<file path="src/rtl/prev_parity_ring_if.sv">
// rtl/prev_parity_ring_if.sv - parity handshake and previous-parity result bundle
interface prev_parity_ring_if #(
  parameter int W  = 5,
  parameter int CW = 6
);
  logic          start;
  logic [W-1:0]  par_in;
  logic          par_valid;
  logic [W-1:0]  prev_par;
  logic          prev_valid;
  logic [W-1:0]  first_par;
  logic [CW-1:0] slice_idx;
  logic          busy;
  logic          wrap_valid;
  logic          done;

  modport master (
    output start, par_in, par_valid,
    input  prev_par, prev_valid, first_par, slice_idx, busy, wrap_valid, done
  );

  modport slave (
    input  start, par_in, par_valid,
    output prev_par, prev_valid, first_par, slice_idx, busy, wrap_valid, done
  );
endinterface

</file>
<file path="src/rtl/prev_parity_ring.sv">
// rtl/prev_parity_ring.sv - previous-slice rotated column parity register with pass sequencer
module prev_parity_ring #(
  parameter int W     = 5,
  parameter int ROT   = 2,
  parameter int DEPTH = 64,
  parameter int CW    = $clog2(DEPTH)
) (
  input  logic               clk,
  input  logic               rst,
  prev_parity_ring_if.slave  bus
);

  typedef enum logic [1:0] {IDLE, RUN, WRAP} state_t;

  // Explicit compare so non-power-of-two pass lengths wrap correctly.
  localparam logic [CW-1:0] LAST_IDX = CW'(DEPTH - 1);

  state_t        state_q, state_d;
  logic [W-1:0]  prev_par_q, prev_par_d;
  logic [W-1:0]  first_par_q, first_par_d;
  logic [CW-1:0] slice_idx_q, slice_idx_d;
  logic          prev_valid_q, prev_valid_d;
  logic          done_q, done_d;
  logic [W-1:0]  rot_par;

  // Lane rotation is pure wiring: out[i] = in[(i + W - ROT) mod W].
  for (genvar g = 0; g < W; g++) begin : g_rot
    assign rot_par[g] = bus.par_in[(g + W - ROT) % W];
  end

  // Next-state and register-load decisions for the pass sequencer.
  always_comb begin
    state_d      = state_q;
    prev_par_d   = prev_par_q;
    first_par_d  = first_par_q;
    slice_idx_d  = slice_idx_q;
    prev_valid_d = prev_valid_q;
    done_d       = 1'b0;
    case (state_q)
      IDLE: begin
        if (bus.start) begin
          state_d      = RUN;
          slice_idx_d  = '0;
          prev_valid_d = 1'b0;
        end
      end
      RUN: begin
        if (bus.par_valid) begin
          prev_par_d   = rot_par;
          prev_valid_d = 1'b1;
          if (slice_idx_q == '0) begin
            first_par_d = rot_par;
          end
          if (slice_idx_q == LAST_IDX) begin
            state_d     = WRAP;
            slice_idx_d = '0;
          end else begin
            slice_idx_d = slice_idx_q + CW'(1);
          end
        end
      end
      WRAP: begin
        state_d = IDLE;
        done_d  = 1'b1;
      end
      default: begin
        state_d = IDLE;
      end
    endcase
  end

  // State and datapath registers; reset wins over every other input.
  always_ff @(posedge clk) begin
    if (rst) begin
      state_q      <= IDLE;
      prev_par_q   <= '0;
      first_par_q  <= '0;
      slice_idx_q  <= '0;
      prev_valid_q <= 1'b0;
      done_q       <= 1'b0;
    end else begin
      state_q      <= state_d;
      prev_par_q   <= prev_par_d;
      first_par_q  <= first_par_d;
      slice_idx_q  <= slice_idx_d;
      prev_valid_q <= prev_valid_d;
      done_q       <= done_d;
    end
  end

  assign bus.prev_par   = prev_par_q;
  assign bus.first_par  = first_par_q;
  assign bus.slice_idx  = slice_idx_q;
  assign bus.prev_valid = prev_valid_q;
  assign bus.done       = done_q;
  assign bus.busy       = (state_q != IDLE);
  assign bus.wrap_valid = (state_q == WRAP);

endmodule

</file>
<file path="src/flat_wrapper.sv">
// flat-port wrapper written by rule: the top's interface ports become plain ports
module prev_parity_ring_flat 
#(
  parameter int W     = 5,
  parameter int ROT   = 2,
  parameter int DEPTH = 64,
  parameter int CW    = $clog2(DEPTH)
)
  (clk, rst, bus_start, bus_par_in, bus_par_valid, bus_prev_par, bus_prev_valid, bus_first_par, bus_slice_idx, bus_busy, bus_wrap_valid, bus_done);
  prev_parity_ring_if #(.W(W), .CW(CW)) bus_i ();
  input  logic clk;
  input  logic rst;
  input wire logic [$bits(bus_i.start)-1:0] bus_start;
  input wire logic [$bits(bus_i.par_in)-1:0] bus_par_in;
  input wire logic [$bits(bus_i.par_valid)-1:0] bus_par_valid;
  output wire logic [$bits(bus_i.prev_par)-1:0] bus_prev_par;
  output wire logic [$bits(bus_i.prev_valid)-1:0] bus_prev_valid;
  output wire logic [$bits(bus_i.first_par)-1:0] bus_first_par;
  output wire logic [$bits(bus_i.slice_idx)-1:0] bus_slice_idx;
  output wire logic [$bits(bus_i.busy)-1:0] bus_busy;
  output wire logic [$bits(bus_i.wrap_valid)-1:0] bus_wrap_valid;
  output wire logic [$bits(bus_i.done)-1:0] bus_done;
  assign bus_i.start = bus_start;
  assign bus_i.par_in = bus_par_in;
  assign bus_i.par_valid = bus_par_valid;
  assign bus_prev_par = bus_i.prev_par;
  assign bus_prev_valid = bus_i.prev_valid;
  assign bus_first_par = bus_i.first_par;
  assign bus_slice_idx = bus_i.slice_idx;
  assign bus_busy = bus_i.busy;
  assign bus_wrap_valid = bus_i.wrap_valid;
  assign bus_done = bus_i.done;
  prev_parity_ring #(.W(W), .ROT(ROT), .DEPTH(DEPTH), .CW(CW)) u_core (.clk(clk), .rst(rst), .bus(bus_i));
endmodule
</file>
<file path="config.mk">
export PLATFORM = sky130hd
export DESIGN_NAME = prev_parity_ring_flat
export DESIGN_NICKNAME = d
export VERILOG_FILES = /design/src/rtl/prev_parity_ring_if.sv /design/src/rtl/prev_parity_ring.sv /design/src/flat_wrapper.sv
export SDC_FILE = /design/constraint.sdc
export NUM_CORES = 1
export LEC_CHECK = 0
export ABC_CLOCK_PERIOD_IN_PS = 2000
export BUFFER_PORTS_ARGS = -buffer_cell sky130_fd_sc_hd__buf_2
export CORE_MARGIN = 8
export CORE_UTILIZATION = 52
export CTS_CLUSTER_DIAMETER = 30
export DETAILED_ROUTE_END_ITERATION = 7
export GPL_ROUTABILITY_DRIVEN = 0
export PLACE_DENSITY = 0.82
export SYNTH_ARGS = -nofsm -noshare
export SYNTH_HDL_FRONTEND = slang
export SYNTH_SLANG_ARGS = --single-unit
</file>
<file path="constraint.sdc">
create_clock -name clk -period 2 [get_ports clk]
set_input_delay 0.3 -clock clk [delete_from_list [all_inputs] [get_ports clk]]
set_output_delay 0.3 -clock clk [all_outputs]
set_load 0.005 [all_outputs]
</file>
---- Word level (Yosys, flattened, before mapping) ----
Cells that the tools add are included.
storage, ports and cells
  memory bits (writable) .................. 0
  ROM bits ................................ 0
  input port bits ......................... 9
  bits in latches ......................... 0
  memories kept ........................... 0
  logic and storage cells ................. 33
  register bits ........................... 20
  output and inout bits ................... 20
operators by class
  divide/modulo/power cells ............... 0
  multipliers ............................. 0
  reduce and logical (&&, ||, !) cells .... 8
  add/sub/neg operators ................... 1
  shift-type cells ........................ 0
  bitwise gates (word level) .............. 0
  multiplexer cells ....................... 12
  order comparisons ....................... 0
  equal/unequal tests ..................... 6
operators with widths
  operator             number
  $mux 6               3
  $pmux 6 s2           1
  $reduce_and 3->1     3
  $add 6x1->6 const B  1
  $eq 6x6->1 const B   1
  $logic_not 6->1      1
  $mux 2               3
  $ne 2x2->1 const B   2
  $pmux 2 s2           1
  $reduce_bool 2->1    2
  $mux 1               3
  $eq 2x1->1 const B   1
  $eq 2x2->1 const B   1
  $logic_not 2->1      1
  $ne 2x1->1 const B   1
  $pmux 1 s2           1
  $reduce_and 2->1     1

---- Depth between registers and ports, before layout ----
  word-level depth ........................ 4
  mapped depth ............................ 6
  gate-level depth less buffers ........... 5

---- Worst setup path after synthesis ----
OpenSTA, ideal clock, no wires.
  path kind ............................... reg2reg
  from .................................... reg u_core.slice_idx_q[0], in the netlist u_core.bus.slice_idx[0]
  to ...................................... reg u_core.slice_idx_q[0], in the netlist u_core.bus.slice_idx[0]
  setup slack ............................. 0.623 ns
  clock period less this slack ............ 1.377 ns
  stages on the path, launching flop included .. 6
  path buffers ............................ 0
  arrival time ............................ 1.318 ns
  cells stage by stage .................... dfxtp_1 -> ha_1 -> and3_4 -> a311o_1 -> a21oi_2 -> and2_1
between the ends
  longest elaborated chain between the ends .. 4
ends and longest elaborated chain
  what                                       RTL line                                        source
  start, declared                            prev_parity_ring.sv:21                          logic [CW-1:0] slice_idx_q, slice_idx_d;
  start signal, assigned                     prev_parity_ring.sv:85                          slice_idx_q <= slice_idx_d;
  $add 6x1->6 or $eq 6x6->1 (tied branches)  prev_parity_ring.sv:58, prev_parity_ring.sv:54
  $mux 6 (*)                                 prev_parity_ring.sv:54                          if (slice_idx_q == LAST_IDX) begin
  $mux 6 (*)                                 prev_parity_ring.sv:48                          if (bus.par_valid) begin
  $pmux 6 s2 (*)                             prev_parity_ring.sv:39                          case (state_q)
Mark *: on every way between the ends. The rest lies on a longest branch, timed or not. The select of a mux whose other input is x is not followed.
A chain may end at the register's enable or synchronous reset.

---- Worst setup path after layout ----
  from .................................... reg u_core.state_q[0]
  to ...................................... reg u_core.first_par_q[2], in the netlist u_core.bus.first_par[2]
between the ends
  longest elaborated chain between the ends .. 2
ends and longest elaborated chain
  what                               RTL line                source
  start, declared                    prev_parity_ring.sv:18  state_t state_q, state_d;
  start signal, assigned             prev_parity_ring.sv:82  state_q <= state_d;
  $eq 2x1->1                         prev_parity_ring.sv:39
  $reduce_and 3->1 (no source line)  --
  end signal, assigned               prev_parity_ring.sv:84  first_par_q <= first_par_d;
  end, declared                      prev_parity_ring.sv:20  logic [W-1:0] first_par_q, first_par_d;
Every way passes these cells.

==> metrics.txt <==
# TYPE chip_impl_metric gauge
chip_impl_metric{name="fin_worst_skew",unit="ns"} 0.00692
chip_impl_metric{name="worst-slew-pin-transition",unit="ns"} 0.358
chip_impl_metric{name="floorplan.die_area",unit="sq um"} 3300
chip_impl_metric{name="achievable-frequency",unit="MHz"} 628
chip_impl_metric{name="die-height",unit="microns"} 57.4
chip_impl_metric{name="final_layout_size_suffix_gt1_share",unit="%"} 29.6
chip_impl_metric{name="total_power",unit="W"} 0.000748
chip_impl_info{name="critPathCaptureType",value="register"} 1
chip_impl_info{name="grt-busiest-layer",value="met2"} 1
chip_impl_metric{name="synth_nets",unit=""} 109
chip_impl_metric{name="standard_cell_row_count",unit=""} 15
chip_impl_metric{name="regToRegSetupSlack",unit="ns"} 0.41
chip_impl_metric{name="tritoncts.num_buffers",unit=""} 3
chip_impl_metric{name="drtAntennaViolNets",unit=""} 0
chip_impl_metric{name="cts_post_setup_buffers_inserted",unit=""} 0
chip_impl_metric{name="syn_avg_cell_area",unit="sq um"} 9.10
chip_impl_metric{name="overflow",unit=""} 0
chip_impl_metric{name="detailedPlacementHpwl",unit="mm"} 1.47
chip_impl_info{name="worst_setup_path_end",value="u_core.bus.first_par[2]$_SDFFE_PP0P_"} 1
chip_impl_metric{name="worstPathBufferInverterCount",unit=""} 0
chip_impl_metric{name="fin_nets",unit=""} 137
chip_impl_metric{name="timing.critical_path.slowest_cell_delay",unit="ns"} 0.54
chip_impl_metric{name="antenna_found_initial",unit=""} 0
chip_impl_metric{name="final_max_slew_viol_count",unit=""} 0
chip_impl_metric{name="timing.critical_path.fanout_max",unit=""} 9
chip_impl_metric{name="port-buffer-count",unit=""} 28
chip_impl_metric{name="final-hold-violation-count",unit=""} 0
chip_impl_metric{name="cts.sinks",unit=""} 20
chip_impl_info{name="clock_tree_from_tritoncts",value="built"} 1
chip_impl_metric{name="fin_crit_sh",unit="%"} 79.7
chip_impl_metric{name="post_cts_hold_buffer_count",unit=""} 0
chip_impl_metric{name="critical_path_data_arrival_time",unit="ns"} 1.78
chip_impl_metric{name="met2_usage",unit="%"} 20.7
chip_impl_metric{name="grt_first_pass_wirelength",unit="mm"} 3.32
chip_impl_metric{name="required_time_of_the_critical_path",unit="ns"} 2.19
chip_impl_metric{name="pwr_density_cell",unit="nW/um^2"} 709
chip_impl_metric{name="antenna_diode_count",unit=""} 0
chip_impl_metric{name="clk-insertion-delay-late",unit="ns"} 0.30
chip_impl_metric{name="via_count",unit=""} 764
chip_impl_metric{name="synth-seq-area-share",unit="%"} 44.9
chip_impl_metric{name="path_clk_slew",unit="ns"} 0.12
chip_impl_metric{name="ys_seq_elements",unit=""} 20
chip_impl_metric{name="netlist_area",unit="sq um"} 892
chip_impl_info{name="worst_hold_path_type",value="in2reg"} 1
chip_impl_metric{name="routed_via_density",unit=""} 5.38
chip_impl_metric{name="initial_core_util",unit="%"} 53.4
chip_impl_info{name="regToRegStartpoint",value="u_core.state_q[0]$_SDFFE_PP0P_"} 1
chip_impl_info{name="reg2reg_to",value="u_core.bus.first_par[2]$_SDFFE_PP0P_"} 1
chip_impl_metric{name="path_depth",unit=""} 4
chip_impl_metric{name="irDropWorstVdd",unit="V"} 0.000398
chip_impl_metric{name="synthesis.yosys.warnings",unit=""} 0
chip_impl_metric{name="route.detailed.drc",unit=""} 0
chip_impl_metric{name="fin_area",unit="sq um"} 1050
chip_impl_info{name="cts.root.buffer_cell",value="sky130_fd_sc_hd__clkbuf_4"} 1
chip_impl_metric{name="ctsLongestPathBuffers",unit=""} 2
chip_impl_info{name="cell_family_contributing_the_most_delay_on_the_critical_path",value="simple AND/OR/NAND/NOR gates"} 1
chip_impl_metric{name="placedInstanceArea",unit="sq um"} 1020
chip_impl_metric{name="synth_cell_type_count",unit=""} 31
chip_impl_metric{name="die_w",unit="microns"} 57.4
chip_impl_metric{name="timing.setup.tns",unit="ns"} 0
chip_impl_metric{name="sum_of_routed_wire_length_over_all_layers",unit="mm"} 1.97
chip_impl_metric{name="global_route.usage.met1",unit="%"} 14.0
chip_impl_metric{name="r2r.worst_path.cells",unit=""} 4
chip_impl_info{name="rsz0062_at_grt",value="no"} 1
chip_impl_metric{name="cts_resized",unit=""} 0
chip_impl_info{name="start_kind",value="register"} 1
chip_impl_metric{name="cts_htree_levels",unit=""} 1
chip_impl_metric{name="finalSetupViolations",unit=""} 0
chip_impl_metric{name="maxCapViolCount",unit=""} 0
chip_impl_metric{name="headroom_to_the_max_slew_limit",unit="%"} 75.9
chip_impl_metric{name="core_area",unit="sq um"} 1670
chip_impl_info{name="cells_traversed_along_the_worst_timing_path",value="and3b_1, nand3_2, mux2i_1, nor2_1"} 1
chip_impl_metric{name="design.portCount",unit=""} 29
chip_impl_metric{name="areaGrowthSynthToFinish",unit="%"} 18.2
chip_impl_metric{name="maximum_number_of_pins_on_one_net_before_global_route_repair",unit=""} 19
chip_impl_metric{name="globalRouteMet3Util",unit="%"} 4.26
chip_impl_info{name="crit_start",value="u_core.state_q[0]$_SDFFE_PP0P_"} 1
chip_impl_info{name="run_status",value="finished clean"} 1
chip_impl_metric{name="drtPass1Iterations",unit=""} 4
chip_impl_metric{name="via_count_of_the_first_global_routing_pass",unit=""} 750
chip_impl_info{name="slowest_stage",value="sky130_fd_sc_hd__dfxtp_1"} 1
chip_impl_metric{name="synthesis.instances",unit=""} 98
chip_impl_metric{name="grt_util_all_layers",unit="%"} 12.3
chip_impl_metric{name="static-leakage-power",unit="nW"} 0.522
chip_impl_metric{name="layout_min_cycle_time",unit="ns"} 1.59
chip_impl_info{name="setup.worst_path.class",value="reg2reg"} 1
chip_impl_metric{name="initialDrtViolationCount",unit=""} 9
chip_impl_metric{name="post_drt_wl_per_cell",unit="microns"} 13.8
## cell type report
class,instances,area [sq um]
Inverter,4,15.0
Timing Repair Buffer,28,140
Multi-Input combinational cell,69,442
Clock buffer,4,36.3
Fill cell,149,616
Sequential cell,20,400
Tap cell,17,21.3
## per-layer routing
metal / routed length (microns) / vias up
met5: 0 / -
met4: 23 / 0
met3: 98 / 4
met2: 959 / 18
met1: 884 / 358
li1: - / 384
## synthesized netlist by cell type
| cell type | count | area share [%] |
|---|---|---|
| sky130_fd_sc_hd__a311oi_1 | 1 | 0.98 |
| sky130_fd_sc_hd__ha_1 | 2 | 2.8 |
| sky130_fd_sc_hd__buf_6 | 2 | 2.5 |
| sky130_fd_sc_hd__inv_1 | 4 | 1.7 |
| sky130_fd_sc_hd__a311o_1 | 1 | 1.1 |
| sky130_fd_sc_hd__nor2b_1 | 2 | 1.4 |
| sky130_fd_sc_hd__nand3b_1 | 2 | 1.7 |
| sky130_fd_sc_hd__and3b_1 | 1 | 0.98 |
| sky130_fd_sc_hd__nand2_1 | 15 | 6.3 |
| sky130_fd_sc_hd__nor2_1 | 10 | 4.2 |
| sky130_fd_sc_hd__a21oi_1 | 9 | 5.0 |
| sky130_fd_sc_hd__o21bai_1 | 1 | 0.84 |
| sky130_fd_sc_hd__xor2_1 | 2 | 2.0 |
| sky130_fd_sc_hd__nand4b_1 | 1 | 0.98 |
| sky130_fd_sc_hd__dfxtp_1 | 20 | 45 |
| sky130_fd_sc_hd__nor4_1 | 1 | 0.70 |
| sky130_fd_sc_hd__and2_1 | 4 | 2.8 |
| sky130_fd_sc_hd__clkbuf_1 | 2 | 0.84 |
| sky130_fd_sc_hd__a21oi_2 | 1 | 0.98 |
| sky130_fd_sc_hd__nand3_2 | 1 | 1.1 |
| sky130_fd_sc_hd__nor3b_1 | 1 | 0.84 |
| sky130_fd_sc_hd__mux2i_4 | 1 | 2.5 |
| sky130_fd_sc_hd__buf_2 | 1 | 0.56 |
| sky130_fd_sc_hd__xnor2_1 | 1 | 0.98 |
| sky130_fd_sc_hd__and3_4 | 1 | 1.3 |
| sky130_fd_sc_hd__o21ai_0 | 2 | 1.1 |
| sky130_fd_sc_hd__nor3_1 | 1 | 0.56 |
| sky130_fd_sc_hd__o31ai_1 | 1 | 0.84 |
| sky130_fd_sc_hd__nor3_2 | 1 | 1.1 |
| sky130_fd_sc_hd__mux2i_1 | 5 | 5.6 |
| sky130_fd_sc_hd__and3_1 | 1 | 0.70 |
## stage by stage
| stage | worst slack [ns] | instances | utilization (%) | hold slack [ns] |
|---|---|---|---|---|
| after floorplan | 0.623 | 98 | - | 0.416 |
| after global placement | 0.512 | 138 | 61.0 | 0.444 |
| after detailed placement | 0.427 | 138 | 61.0 | 0.447 |
| after CTS | 0.397 | 142 | 63.1 | 0.243 |
| after global routing | 0.298 | 142 | 63.1 | 0.233 |
| final | 0.406 | 142 | 63.1 | 0.243 |
## worst reg2reg max path, stage by stage (launching register included)
cell	delay, ns
sky130_fd_sc_hd__dfxtp_1	0.54
sky130_fd_sc_hd__and3b_1	0.43
sky130_fd_sc_hd__nand3_2	0.24
sky130_fd_sc_hd__mux2i_1	0.21
sky130_fd_sc_hd__nor2_1	0.06
## cell families (layout without fill, tap and decap cells)
kind of cell	count (synthesis)	in the layout	synth area share, %
AOI/OAI and AO/OA	16	16	10.9
xor gates and xnor gates	3	3	2.95
adders and majority gates	2	2	2.80
buffers and inverters	9	36	5.61
DFF	20	20	44.9
muxes	6	6	8.13
and+or+nand+nor	42	42	24.7
## worst min path at each step
stage                                               end                                start  cells after the start
floorplan                u_core.state_q[0]$_SDFFE_PP0P_                        bus_par_valid                      1
global placement    u_core.bus.prev_par[1]$_SDFFE_PP0P_  u_core.bus.prev_par[1]$_SDFFE_PP0P_                      2
detailed placement  u_core.bus.prev_par[4]$_SDFFE_PP0P_  u_core.bus.prev_par[4]$_SDFFE_PP0P_                      2
CTS                 u_core.bus.prev_par[1]$_SDFFE_PP0P_                        bus_par_in[4]                      3
global route        u_core.bus.prev_par[1]$_SDFFE_PP0P_                        bus_par_in[4]                      3
finish              u_core.bus.prev_par[1]$_SDFFE_PP0P_                        bus_par_in[4]                      3
## state kept, by name, indices dropped and copies added (netlist names)
signal / count
u_core.bus.prev_par: 5
u_core.bus.done: 1
u_core.bus.slice_idx: 6
u_core.state_q: 2
u_core.bus.prev_valid: 1
u_core.bus.first_par: 5
## power by group
part           internal, W  switching (W)  total (W)
Combinational    0.0000384      0.0000464  0.0000848
Clock             0.000111       0.000129   0.000240
Sequential        0.000412      0.0000110   0.000423
Total             0.000562       0.000187   0.000748
## layout by cell type, fill, tap and decap left out, drive strengths merged
cell type  count
nor2          10
nor4           1
a311o          1
nand2         15
clkbuf         4
nor3           2
o21ai          2
nor3b          1
nand3b         2
dfxtp         20
a21oi         10
and3           2
mux2i          6
o31ai          1
and2           4
xnor2          1
inv            4
ha             2
nand4b         1
nor2b          2
buf           28
and3b          1
nand3          1
a311oi         1
xor2           2
o21bai         1
Note: power is estimated with default switching activity, not from simulation.
